<file path="src/rtl/hit_event_serializer.sv">
// Serializes simultaneous per-target hit rises into one-hot des pulses.
// Each pulse is followed by an all-zero gap, so every hit gives exactly one score increment.
module hit_event_serializer #(
    parameter int N_TGT     = 10,
    parameter int PULSE_LEN = 2,
    parameter int GAP_LEN   = 2
) (
    input  logic             clk,
    input  logic             reset_n,
    input  logic             enable,
    input  logic [N_TGT-1:0] hit,
    output logic [N_TGT-1:0] des,
    output logic             busy,
    output logic [N_TGT-1:0] pending,
    output logic             dropped
);

    localparam int CNT_MAX = (PULSE_LEN > GAP_LEN) ? PULSE_LEN : GAP_LEN;
    localparam int CNT_W   = (CNT_MAX > 1) ? $clog2(CNT_MAX) : 1;
    localparam logic [CNT_W-1:0] PULSE_LOAD = CNT_W'(PULSE_LEN - 1);
    localparam logic [CNT_W-1:0] GAP_LOAD   = CNT_W'(GAP_LEN - 1);
    localparam logic [CNT_W-1:0] CNT_ONE    = CNT_W'(1);

    typedef enum logic [1:0] {
        S_IDLE  = 2'd0,
        S_PULSE = 2'd1,
        S_GAP   = 2'd2
    } state_t;

    state_t           state_reg, state_next;
    logic [CNT_W-1:0] cnt_reg, cnt_next;
    logic [N_TGT-1:0] des_reg, des_next;
    logic [N_TGT-1:0] pending_reg, pending_next;
    logic [N_TGT-1:0] hit_d_reg;
    logic             dropped_reg, dropped_next;
    logic             busy_reg, busy_next;

    logic [N_TGT-1:0] rise;
    logic [N_TGT-1:0] clr;
    logic [N_TGT-1:0] sel_onehot;
    logic [N_TGT:0]   any_below;
    logic             launch;

    // Priority chain: bit 0 wins; the chain's last tap doubles as "anything pending".
    assign any_below[0] = 1'b0;
    generate
        for (genvar gi = 0; gi < N_TGT; gi++) begin : g_prio
            assign sel_onehot[gi]    = pending_reg[gi] & ~any_below[gi];
            assign any_below[gi + 1] = any_below[gi] | pending_reg[gi];
        end
    endgenerate

    always_comb begin
        state_next = state_reg;
        cnt_next   = cnt_reg;
        des_next   = des_reg;
        launch     = 1'b0;

        case (state_reg)
            S_IDLE: begin
                des_next = '0;
                if (enable && any_below[N_TGT]) begin
                    launch = 1'b1;
                end
            end
            S_PULSE: begin
                if (cnt_reg == '0) begin
                    des_next   = '0;
                    cnt_next   = GAP_LOAD;
                    state_next = S_GAP;
                end else begin
                    cnt_next = cnt_reg - CNT_ONE;
                end
            end
            S_GAP: begin
                des_next = '0;
                if (cnt_reg == '0) begin
                    if (enable && any_below[N_TGT]) begin
                        launch = 1'b1;
                    end else begin
                        state_next = S_IDLE;
                    end
                end else begin
                    cnt_next = cnt_reg - CNT_ONE;
                end
            end
            default: begin
                des_next   = '0;
                state_next = S_IDLE;
            end
        endcase

        if (launch) begin
            des_next   = sel_onehot;
            cnt_next   = PULSE_LOAD;
            state_next = S_PULSE;
        end

        // A rise on the bit being launched re-arms it: set beats clear.
        clr          = launch ? sel_onehot : '0;
        rise         = hit & ~hit_d_reg;
        pending_next = (pending_reg & ~clr) | rise;
        dropped_next = |(rise & pending_reg & ~clr);
        busy_next    = (state_next != S_IDLE);
    end

    always_ff @(posedge clk or negedge reset_n) begin
        if (!reset_n) begin
            state_reg   <= S_IDLE;
            cnt_reg     <= '0;
            des_reg     <= '0;
            pending_reg <= '0;
            hit_d_reg   <= '0;
            dropped_reg <= 1'b0;
            busy_reg    <= 1'b0;
        end else begin
            state_reg   <= state_next;
            cnt_reg     <= cnt_next;
            des_reg     <= des_next;
            pending_reg <= pending_next;
            hit_d_reg   <= hit;
            dropped_reg <= dropped_next;
            busy_reg    <= busy_next;
        end
    end

    assign des     = des_reg;
    assign busy    = busy_reg;
    assign pending = pending_reg;
    assign dropped = dropped_reg;

endmodule

</file>
<file path="config.mk">
export PLATFORM = sky130hd
export DESIGN_NAME = hit_event_serializer
export DESIGN_NICKNAME = d
export VERILOG_FILES = /design/src/rtl/hit_event_serializer.sv
export SDC_FILE = /design/constraint.sdc
export NUM_CORES = 1
export LEC_CHECK = 0
export ABC_AREA = 1
export BUFFER_PORTS_ARGS = -buffer_cell sky130_fd_sc_hd__clkbuf_2
export CORE_ASPECT_RATIO = 1.75
export CORE_MARGIN = 1.5
export CORE_UTILIZATION = 28
export CTS_CLUSTER_SIZE = 8
export DETAILED_ROUTE_END_ITERATION = 6
export PLACE_DENSITY = 0.48
export SYNTH_ARGS = -nofsm -noshare
export SYNTH_HDL_FRONTEND = slang
export SYNTH_SLANG_ARGS = --single-unit
</file>
<file path="constraint.sdc">
create_clock -name clk -period 2.25 [get_ports clk]
set_clock_uncertainty 0.2 [all_clocks]
set_input_delay 0.225 -clock clk [delete_from_list [all_inputs] [get_ports clk]]
set_output_delay 0.225 -clock clk [all_outputs]
set_load 0.01 [all_outputs]
</file>
==> metrics <==
CP Launch Point pending[0]$_DFF_PN0_; achievable clock frequency 545 MHz; Final HPWL DP 2620 µm; Gates resized, CTS repair 0; R2R Path Start pending[0]$_DFF_PN0_; drt pass-1 iters 4; final hold vios 0; synth unique cells 21; Period minus WS final 1.83 ns; GP Congestion 0.740; CP max FO 6; Switching Share 30.3%; via count 1245; Seq cells post-synth 35; critical path startpoint category flop; Root Driver clkbuf_8; Worst Path Required 2.22 ns; CP arrival 1.81 ns; WHS 0.222 ns; Static Leak 0.00118 µW; Mean Syn Cell Area 8.70 µm²; FF+latch area 876 µm²; DRC Markers 0; largest area contributor in the netlist dfrtp_1; initial core utilization 28.9%; total CTS buffers 5; I/O Buffers 34; Flop pwr share 44.2%; maximum clock path buffer count 2; Peak VDD IR 0.367 mV; GRT overflow 0; status finished clean; post-synthesis sequential area ratio 58.2%; Crit Path Category reg -> reg; period utilization 81.6%; logic gate share of total power 22.3%; drt initial violations 34; largest net degree at the start of global routing 20; Placed Instances 264; Pwr Total 1750 µW; DRT Wirelength 3360 µm; CP endpoint kind flop; # setup viols final 0; mean number of vias per cell 4.40; top-area cell type share of the netlist area 58.2%; Least-Margin Pin Slew 0.486 ns; Layout Cells excl Fill 283; Rel. slew slack 67.6%; Tightest Hold Check Type in -> async; Clock transition at path regs 0.07 ns; fill count 543; initial antenna violation count 0; syn_nets 186; Clock power frac 33.5%; area post-placement 1770 µm²; nets 240; NetSw 531 µW; Synthesis Warnings 0; post-synthesis cell count 173; number of antenna diodes 0; top post-synthesis cells by area dfrtp_1 (58%), nand2_1 (14%), inv_1 (6.7%), nor2_1 (4.5%), nand3_1 (4.0%); H-Tree Depth 2; Final Slew Violations 0; CTS Sinks 35; area used by multi-input combinational logic 515 µm²; chip height 100 µm; Setup Total Neg Slack 0 ns; RSZ-0062 raised after global routing false; synth-to-layout area growth 32.4%; synthesized cell area 1510 µm²; post-route ant nets 0; number of max-cap violations 0; WL/cell 11.9 µm; gr usage total 13.2%; Die W 58.4 µm; final instance area 1990 µm²; num ports 35; FF-to-FF path depth 10; core area 5210 µm²; vias in the first global route 1252; CTS tree yes; num rows 35; Internal 1220 µW; DIE AREA 5840 µm²; worst skew pair latency 0.29 ns; first-pass GRT wire length 5780 µm; Cell Pwr Density 880 nW/µm²; layout cell share with drive strength beyond 1 23.7%
-- critical path, stage by stage, from the launching register on --
cell	delay, ns
dfrtp_1	0.44
nor2_2	0.19
nand4_4	0.13
nor2_1	0.11
nand2_1	0.08
nor3_2	0.15
nand3_1	0.09
nand2_1	0.07
nand2_1	0.06
nor2_1	0.12
nand3_1	0.08
-- synth_stat cells --
cell	count
o31ai_1	1
nor3_2	1
nor3_4	1
buf_2	1
nor4_1	1
inv_1	27
nor2_2	1
a32o_1	1
dfrtp_1	35
nand4_4	2
nor2_1	18
nand2_2	1
clkbuf_1	1
nand2_1	57
o21ai_0	4
o21bai_1	1
inv_2	1
nor3_1	5
nand4_1	1
nand3_1	12
nand3_2	1
-- metal layers --
metal  share of wire (%)  vias to the layer above  track usage [%]
li1                    -                      641                -
met1                  40                      574             15.1
met2                  55                       24             22.6
met3                 3.1                        6             2.71
met4                 2.6                        0             6.44
met5                   0                        -                0
-- final timing paths --
kind / end / slack (ns)
max: dropped$_DFF_PN0_ / 0.42
min: des[1]$_DFFE_PN0P_ / 0.22
max reg2reg: dropped$_DFF_PN0_ / 0.42
min reg2reg: pending[9]$_DFF_PN0_ / 0.25
max in group asynchronous: des[3]$_DFFE_PN0P_ / 1.11
min in group clk: pending[9]$_DFF_PN0_ / 0.25
-- repair_timing --
item,4_1_cts,5_1_grt
endpoints found under the hold margin,30,0
hold buffers,11,0
setup buffers,0,0
-- layout by cell type (no fill, tap or decap) --
master,Yosys,layout
nand4_1,1,1
nor3_2,1,1
o21ai_0,4,4
dfrtp_1,35,35
nor2_2,1,1
inv_1,27,27
a32o_1,1,1
o31ai_1,1,1
dlygate4sd3_1,0,11
buf_4,0,4
nand4_4,2,2
nand3_2,1,1
inv_2,1,1
o21bai_1,1,1
nor3_1,5,5
clkbuf_2,0,34
nor4_1,1,1
nand2_2,1,1
nand3_1,12,12
nor3_4,1,1
clkinv_2,0,1
nor2_1,18,18
bufinv_16,0,1
nand2_1,57,57
clkbuf_8,0,6
-- through the flow --
step                      setup WS, ns  util [%]
after floorplan                  0.563         -
after global placement           0.402      33.9
after detailed placement         0.391      33.9
after CTS                        0.379      38.2
after global routing             0.181      38.2
final                            0.415      38.2
-- cell families (layout without fill, tap and decap cells) --
kind of cell | after synthesis | after routing | share of synthesized area, %
flops | 35 | 35 | 58.2
compound gates | 7 | 7 | 2.99
simple gates | 101 | 101 | 31.3
buf+inv | 30 | 85 | 7.56
-- final cells by class --
cell class,instances,share of cell area [%]
clock inverter,2,1.76
timing repair buffer,49,15.6
inverter,28,5.27
sequential,35,43.9
clock buffer,6,4.14
tap,55,3.45
multi-input combinational,108,25.9
-- power groups by stage --
stage	Clock [µW]	Sequential, µW	Combinational (µW)
2_1_floorplan	0	799	218
4_1_cts	601	778	403
3_3_place_gp	0	789	390
6_report	588	775	391
5_1_grt	624	789	446
3_5_place_dp	0	790	386
No activity file was read; power rests on OpenSTA's default activity.
